$ cat src/rtl/tristate_bus_reader_pkg.sv
// Shared types and constants for the tri-state bus reader.
package tristate_bus_reader_pkg;

  typedef enum logic [1:0] {
    StIdle    = 2'd0,
    StSelect  = 2'd1,
    StRespond = 2'd2
  } state_e;

  localparam int unsigned CntWidth = 4;

endpackage

$ cat src/rtl/tristate_cs_decoder.sv
// Combinational map from (enable, index) to an active-low one-hot chip-select vector.
module tristate_cs_decoder #(
  parameter int unsigned NrOfSlaves = 4,
  parameter int unsigned AddrBits   = 2
) (
  input  logic                  enable,
  input  logic [AddrBits-1:0]   index,
  output logic [NrOfSlaves-1:0] cs
);

  // Out-of-range indices match no bit, so every slave stays released.
  always_comb begin
    cs = '1;
    for (int i = 0; i < NrOfSlaves; i++) begin
      if (enable && (index == AddrBits'(i))) begin
        cs[i] = 1'b0;
      end
    end
  end

endmodule

$ cat src/rtl/tristate_bus_reader.sv
// Reads one chip-selected slave off a shared tri-state bus and returns the word on a
// valid/ready response channel.
module tristate_bus_reader
  import tristate_bus_reader_pkg::*;
#(
  parameter int unsigned NrOfBits         = 32,
  parameter int unsigned NrOfSlaves       = 4,
  parameter int unsigned AddrBits         = 2,
  parameter int unsigned TurnaroundCycles = 1
) (
  input  logic                  Clock,
  input  logic                  Reset,
  input  logic                  Tick,
  input  logic                  ReqValid,
  output logic                  ReqReady,
  input  logic [AddrBits-1:0]   ReqAddr,
  input  logic [NrOfBits-1:0]   BusData,
  output logic [NrOfSlaves-1:0] Cs,
  output logic                  RspValid,
  input  logic                  RspReady,
  output logic [NrOfBits-1:0]   RspData,
  output logic                  RspErr
);

  localparam logic [AddrBits:0]   NrSlavesW = (AddrBits + 1)'(NrOfSlaves);
  localparam logic [CntWidth-1:0] TaInit    = CntWidth'(TurnaroundCycles);

  state_e                state_q, state_d;
  logic [CntWidth-1:0]   cnt_q, cnt_d;
  logic [AddrBits-1:0]   addr_q, addr_d;
  logic [NrOfBits-1:0]   data_q, data_d;
  logic                  err_q, err_d;

  always_comb begin
    state_d = state_q;
    cnt_d   = cnt_q;
    addr_d  = addr_q;
    data_d  = data_q;
    err_d   = err_q;
    unique case (state_q)
      StIdle: begin
        if (ReqValid) begin
          if ({1'b0, ReqAddr} < NrSlavesW) begin
            state_d = StSelect;
            addr_d  = ReqAddr;
            cnt_d   = TaInit;
          end else begin
            state_d = StRespond;
            err_d   = 1'b1;
            data_d  = '0;
          end
        end
      end
      StSelect: begin
        if (Tick) begin
          if (cnt_q != '0) begin
            cnt_d = cnt_q - 1'b1;
          end else begin
            data_d  = BusData;
            err_d   = 1'b0;
            state_d = StRespond;
          end
        end
      end
      StRespond: begin
        if (RspReady) begin
          state_d = StIdle;
        end
      end
      default: state_d = StIdle;
    endcase
  end

  always_ff @(posedge Clock or posedge Reset) begin
    if (Reset) begin
      state_q <= StIdle;
      cnt_q   <= '0;
      addr_q  <= '0;
      data_q  <= '0;
      err_q   <= 1'b0;
    end else begin
      state_q <= state_d;
      cnt_q   <= cnt_d;
      addr_q  <= addr_d;
      data_q  <= data_d;
      err_q   <= err_d;
    end
  end

  // Cs decodes straight from the async-reset state register, so Reset releases the bus
  // without waiting for an edge.
  tristate_cs_decoder #(
    .NrOfSlaves (NrOfSlaves),
    .AddrBits   (AddrBits)
  ) u_cs_decoder (
    .enable (state_q == StSelect),
    .index  (addr_q),
    .cs     (Cs)
  );

  assign ReqReady = (state_q == StIdle);
  assign RspValid = (state_q == StRespond);
  assign RspData  = data_q;
  assign RspErr   = err_q;

endmodule

$ cat config.mk
export PLATFORM = sky130hd
export DESIGN_NAME = tristate_bus_reader
export DESIGN_NICKNAME = d
export VERILOG_FILES = /design/src/rtl/tristate_bus_reader_pkg.sv /design/src/rtl/tristate_cs_decoder.sv /design/src/rtl/tristate_bus_reader.sv
export SDC_FILE = /design/constraint.sdc
export NUM_CORES = 1
export LEC_CHECK = 0
export CAP_MARGIN = 15
export CORE_MARGIN = 4
export CORE_UTILIZATION = 41
export CTS_CLUSTER_DIAMETER = 200
export DETAILED_ROUTE_END_ITERATION = 6
export PLACE_DENSITY = 0.87
export REMOVE_ABC_BUFFERS = 1
export SLEW_MARGIN = 5
export SYNTH_ARGS = -nofsm -noshare
export SYNTH_HDL_FRONTEND = slang
export SYNTH_SLANG_ARGS = --single-unit
export TNS_END_PERCENT = 5
$ cat constraint.sdc
create_clock -name Clock -period 2.3 [get_ports Clock]
set_input_delay 0.46 -clock Clock [delete_from_list [all_inputs] [get_ports Clock]]
set_output_delay 0.46 -clock Clock [all_outputs]
set_load 0.01 [all_outputs]
---- Word-level counts from Yosys, hierarchy flattened ----
Cells that the tools add are included.
W data, S select, Z words.
storage, ports and cells
  register bits ........................... 40
  input bits .............................. 39
  word-level logic and storage cells ...... 41
operators by class
  $add $sub $neg .......................... 1
  equality and inequality tests ........... 10
  multiplexer cells ....................... 13
  bitwise operators ....................... 1
  reduce and logical (&&, ||, !) cells .... 12
operator list
  kind                   number
  $mux W4                3
  $mux W2                4
  $ne A2 B2 Y1 const B   4
  $pmux W4 S2            1
  $reduce_and A4 Y1      2
  $eq A2 B2 Y1 const B   3
  $pmux W2 S3            1
  $eq A2 B1 Y1 const B   2
  $logic_and A1 B1 Y1    4
  $logic_not A2 Y1       2
  $mux W1                4
  $reduce_bool A4 Y1     1
  $sub A4 B1 Y4 const B  1
  $reduce_and A3 Y1      1
  $ne A2 B1 Y1 const B   1
  $reduce_and A2 Y1      1
  $reduce_bool A2 Y1     1
  $not A1 Y1             1

---- Depth between registers and ports, before layout ----
  depth in word-level cells ............... 4
  mapped depth ............................ 7

---- Cells and area by module ----
Synthesis repeated with hierarchy kept, for this count alone.
unflattened totals
  cells, all modules ...................... 115
  area total of the unflattened synthesis .. 1829.3 um2
by module, submodules not included
  module               instances  cells an instance  area each (um2)  seq. area each (um2)
  tristate_bus_reader  1          111                1800.5           1001.0
  tristate_cs_decoder  1          4                  28.8             0.0

---- Worst setup path before layout ----
OpenSTA, ideal clock, no wires.
  kind .................................... flip-flop to flip-flop
  from .................................... reg cnt_q[0]
  to ...................................... reg data_q[0] (netlist: RspData[0])
  arrival time ............................ 1610 ps
  slack ................................... 565 ps
  cell stages (with the launch flop) ...... 8
  buffers on the path ..................... 2
  period minus slack after synthesis ...... 1735 ps
  cells stage by stage .................... dfrtp_1 -> inv_1 -> ha_1 -> nor3b_4 -> and3_1 -> buf_4 -> buf_6 -> mux2_2
on the way
  longest elaborated chain between the ends .. 3
ends and longest elaborated chain
  item                         line                       RTL
  from (decl)                  tristate_bus_reader.sv:29  logic [CntWidth-1:0] cnt_q, cnt_d;
  from (signal assigned)       tristate_bus_reader.sv:83  cnt_q <= cnt_d;
  $reduce_bool A4 Y1           tristate_bus_reader.sv:56  if (cnt_q != '0) begin
  $not A1 Y1 (no line)         n/a
  $reduce_and A3 Y1 (no line)  n/a
  to (signal assigned)         tristate_bus_reader.sv:85  data_q <= data_d;
  to (decl)                    tristate_bus_reader.sv:31  logic [NrOfBits-1:0] data_q, data_d;
No other way between the ends.
A chain may end at the register's enable or synchronous reset.

---- Final worst setup path ----
  from .................................... reg state_q[0]
  to ...................................... out RspValid
on the way
  longest elaborated chain between the ends .. 1
ends and longest elaborated chain
  item                    line                        RTL
  from (decl)             tristate_bus_reader.sv:28   state_e state_q, state_d;
  from (signal assigned)  tristate_bus_reader.sv:76   state_q <= StIdle;
  from (signal assigned)  tristate_bus_reader.sv:82   state_q <= state_d;
  $eq A2 B2 Y1            tristate_bus_reader.sv:102  assign RspValid = (state_q == StRespond);
  to (decl)               tristate_bus_reader.sv:19   output logic RspValid,
No other way between the ends.

==> results.yml <==
die:
  die_area_sq_mm: 0.00533
  coreArea_sq_mm: 0.00403
  chipHeight_um: 73.0
  rows: 23
  number_of_placed_i_o_pins: 78
  initial_core_util_pct: 43.0
  die_width_um: 73.0
finish:
  layout_common_cells: "75 x sky130_fd_sc_hd__clkdlybuf4s50_1, 39 x sky130_fd_sc_hd__dfrtp_1, 34 x sky130_fd_sc_hd__mux2_2"
  antenna_cells_inserted: 0
  stdcell_count: 247
  final_common_cell: "sky130_fd_sc_hd__clkdlybuf4s50_1"
  drive_gt1_share_pct: 27.9
  postLayoutCoreUtil_pct: 65.2
  net_count_of_the_finished_layout: 237
  finish.instance_area_sq_mm: 0.00263
  area_growth_pct: 51.6
synth:
  post_synth_instance_area_sq_mm: 0.00173
  synth_largest_type_area_fraction_pct: 57.8
  synthesis.area_per_instance_sq_um: 14.9
  gate_count_after_technology_mapping: 116
  synth.ff_latch_count: 40
  post-synth-top-area-cell: "sky130_fd_sc_hd__dfrtp_1"
  yosysUniqueCellTypes: 32
  synth.yosys.seq_area_share_pct: 57.8
  yosys_warnings: 0
  synthTopCellsByArea: "sky130_fd_sc_hd__dfrtp_1 58%, sky130_fd_sc_hd__mux2_2 22%, sky130_fd_sc_hd__buf_6 2.6%"
timing:
  fmax_mhz: 487
  setup_violations: 0
  final.min_clock_period_ns: 2.05
  fin_setup_tns_ns: 0
  worst_hold_slack_ns: 0.496
  worst_clock_skew_ns: 0.00903
  final_hold_viol_count: 0
  finalMaxSlewViolations: 0
  crit_share_post_route_pct: 89.2
  setup_repair_after_global_routing_missed_its_margin: "false"
  final.setup.worst_slack_ns: 0.249
clocking:
  tritoncts_clock_tree: "done"
  worst_skew_pair.late_latency_ns: 0.29
  cts_inserted_buffers: 5
  clockRootBuffer: "sky130_fd_sc_hd__clkbuf_8"
  cts.hold.buffers_added: 0
  cts_htree_levels: 2
  cts-root-to-sink-buffers: 2
  clkSlewWorstSetupHoldPaths_ns: 0.08
  cts.sink_count: 40
worst_setup_path:
  crit_fanout: 9
  worstPathCellList: "buf_4, and2b_2, clkdlybuf4s50_1"
  crit_arrival_ns: 1.59
  critical-path-slowest-cell: "sky130_fd_sc_hd__clkdlybuf4s50_1"
  crit_path_start_kind: "register"
  r2r_cell_count: 6
  slowest_delay_ns: 0.53
  regToRegSetupSlack_ns: 0.40
  cp_data_required_time_ns: 1.84
  timing_worst_setup_path_type: "register to primary output"
  regToRegEndpoint: "RspData[20]$_DFFE_PP0P_"
  endpoint_kind: "primary output"
  timing.rr.start: "cnt_q[0]$_DFFE_PP0P_"
global_routing:
  globalRoute.totalOverflow: 0
  groute.usage.overall_pct: 17.4
  first_global_vias: 1459
  grt_start_max_net_pins: 41
  grt_pass1_wl_mm: 6.99
  grt_antenna_before_repair: 0
outcome:
  outcome: "completed"
worst_hold_path:
  min_delay_path_depth: 1
  min-delay-start: "RspData[17]$_DFFE_PP0P_"
  hold_end: "RspData[17]$_DFFE_PP0P_"
  hp-class: "register to register"
pwr:
  clock_power_share_pct: 14.4
  cellLeakagePower_nw: 1.12
  sw_pwr_mw: 1.09
  switching_share_pct: 31.9
  power-per-cell-area_mw_per_mm2: 1300
  sequentialPowerShare_pct: 37.5
  internal-power_mw: 2.32
  share_of_total_power_in_combinational_logic_pct: 48.1
  p_total_mw: 3.41
  vdd.ir_drop.worst_mv: 0.715
detailed_routing:
  detail_route.iter0.violations: 25
  wl_per_cell_um: 17.4
  avgViaCountPerCell: 5.00
  detail_route.drc_violations: 0
  drt.antenna.violating_nets: 0
  drtPass1Iterations: 5
  via_count: 1235
  aggregate_routed_wire_length_mm: 4.29
placement:
  gp_routability_congestion: 0.802
  dp_hpwl_mm: 3.25
  post-place-cells: 238
  io_buffer_count: 76
  dp_area_sq_mm: 0.00252
  dp_slack_ns: 0.219
run:
  max_cap_violations: 0
## flip-flops by register name, indices dropped and copies added (netlist names)
register and flops:
RspData 32, addr_q 2, cnt_q 4, state_q 2
## power groups by stage
| stage | clock network, mW | registers [mW] | logic, mW |
|---|---|---|---|
| 6_report | 0.490 | 1.28 | 1.64 |
| 5_1_grt | 0.536 | 1.32 | 1.76 |
| 4_1_cts | 0.507 | 1.28 | 1.67 |
| 3_5_place_dp | 0 | 1.28 | 1.65 |
| 3_3_place_gp | 0 | 1.26 | 1.59 |
| 2_1_floorplan | 0 | 1.38 | 0.624 |
## cell families after synthesis
group	Yosys count	share of synthesized area, %
AO/OA/AOI/OAI	10	4.70
adder cells (fa/ha/maj)	2	1.44
buffers and inverters	12	5.35
flip-flops	40	57.8
multiplexers	36	23.6
other	1	0.217
AND/OR/NAND/NOR	15	6.94
## cell type report
type                            instances  area, sq um
Tap cell                               50         62.6
Inverter                                5         18.8
Clock buffer                            6         82.6
Timing Repair Buffer                   80          806
Clock inverter                          2         15.0
Multi-Input combinational cell         64          638
Fill cell                             293         1400
Sequential cell                        40         1000
## synth_stat cells
cell / n
sky130_fd_sc_hd__mux2_1: 1
sky130_fd_sc_hd__clkbuf_8: 1
sky130_fd_sc_hd__o31ai_1: 1
sky130_fd_sc_hd__mux2_2: 34
sky130_fd_sc_hd__o22ai_1: 1
sky130_fd_sc_hd__nand3b_1: 2
sky130_fd_sc_hd__o21ai_0: 1
sky130_fd_sc_hd__a311oi_1: 1
sky130_fd_sc_hd__nor2_1: 3
sky130_fd_sc_hd__buf_4: 2
sky130_fd_sc_hd__buf_6: 4
sky130_fd_sc_hd__a21o_1: 1
sky130_fd_sc_hd__nor2b_4: 1
sky130_fd_sc_hd__inv_1: 5
sky130_fd_sc_hd__mux2i_2: 1
sky130_fd_sc_hd__nor3_1: 1
sky130_fd_sc_hd__a211o_2: 1
sky130_fd_sc_hd__and3_1: 1
sky130_fd_sc_hd__and2b_2: 1
sky130_fd_sc_hd__dfrtp_1: 40
sky130_fd_sc_hd__nand3_1: 1
sky130_fd_sc_hd__a32o_1: 1
sky130_fd_sc_hd__a211oi_1: 1
sky130_fd_sc_hd__or4b_4: 1
sky130_fd_sc_hd__o41ai_1: 1
sky130_fd_sc_hd__and2_1: 1
sky130_fd_sc_hd__or3b_2: 1
sky130_fd_sc_hd__nor3b_4: 1
sky130_fd_sc_hd__or4_1: 1
sky130_fd_sc_hd__a21bo_2: 1
sky130_fd_sc_hd__conb_1: 1
sky130_fd_sc_hd__ha_1: 2
## timing repair
item	in CTS	in global routing
setup buffers	1	0
gates resized for setup	1	1
setup endpoints to repair	1	1
## worst max-delay path by stage
| stage | endpoint | slack, ns | from |
|---|---|---|---|
| finish | RspValid | 0.25 | state_q[0]$_DFFE_PP0P_ |
| global route | RspValid | 0.18 | state_q[0]$_DFFE_PP0P_ |
| CTS | Cs[0] | 0.003 | state_q[1]$_DFFE_PP0P_ |
| detailed placement | Cs[0] | 0.22 | state_q[1]$_DFFE_PP0P_ |
| global placement | Cs[0] | 0.24 | state_q[1]$_DFFE_PP0P_ |
| floorplan | RspData[0]$_DFFE_PP0P_ | 0.03 | cnt_q[0]$_DFFE_PP0P_ |
## metal layers
layer,GRT usage [%],up-vias,share of wire (%)
met5,0,-,0
met4,6.76,0,1.5
met3,7.02,8,9.0
met2,28.4,62,49
met1,20.5,599,40
li1,-,566,-
## critical path: cells and delay by family, from the launching register on
kind	cells	cell delay, ns
buf+inv	2	0.70
flops	1	0.39
simple gates	1	0.22
Note: power is estimated with default switching activity, not from simulation.
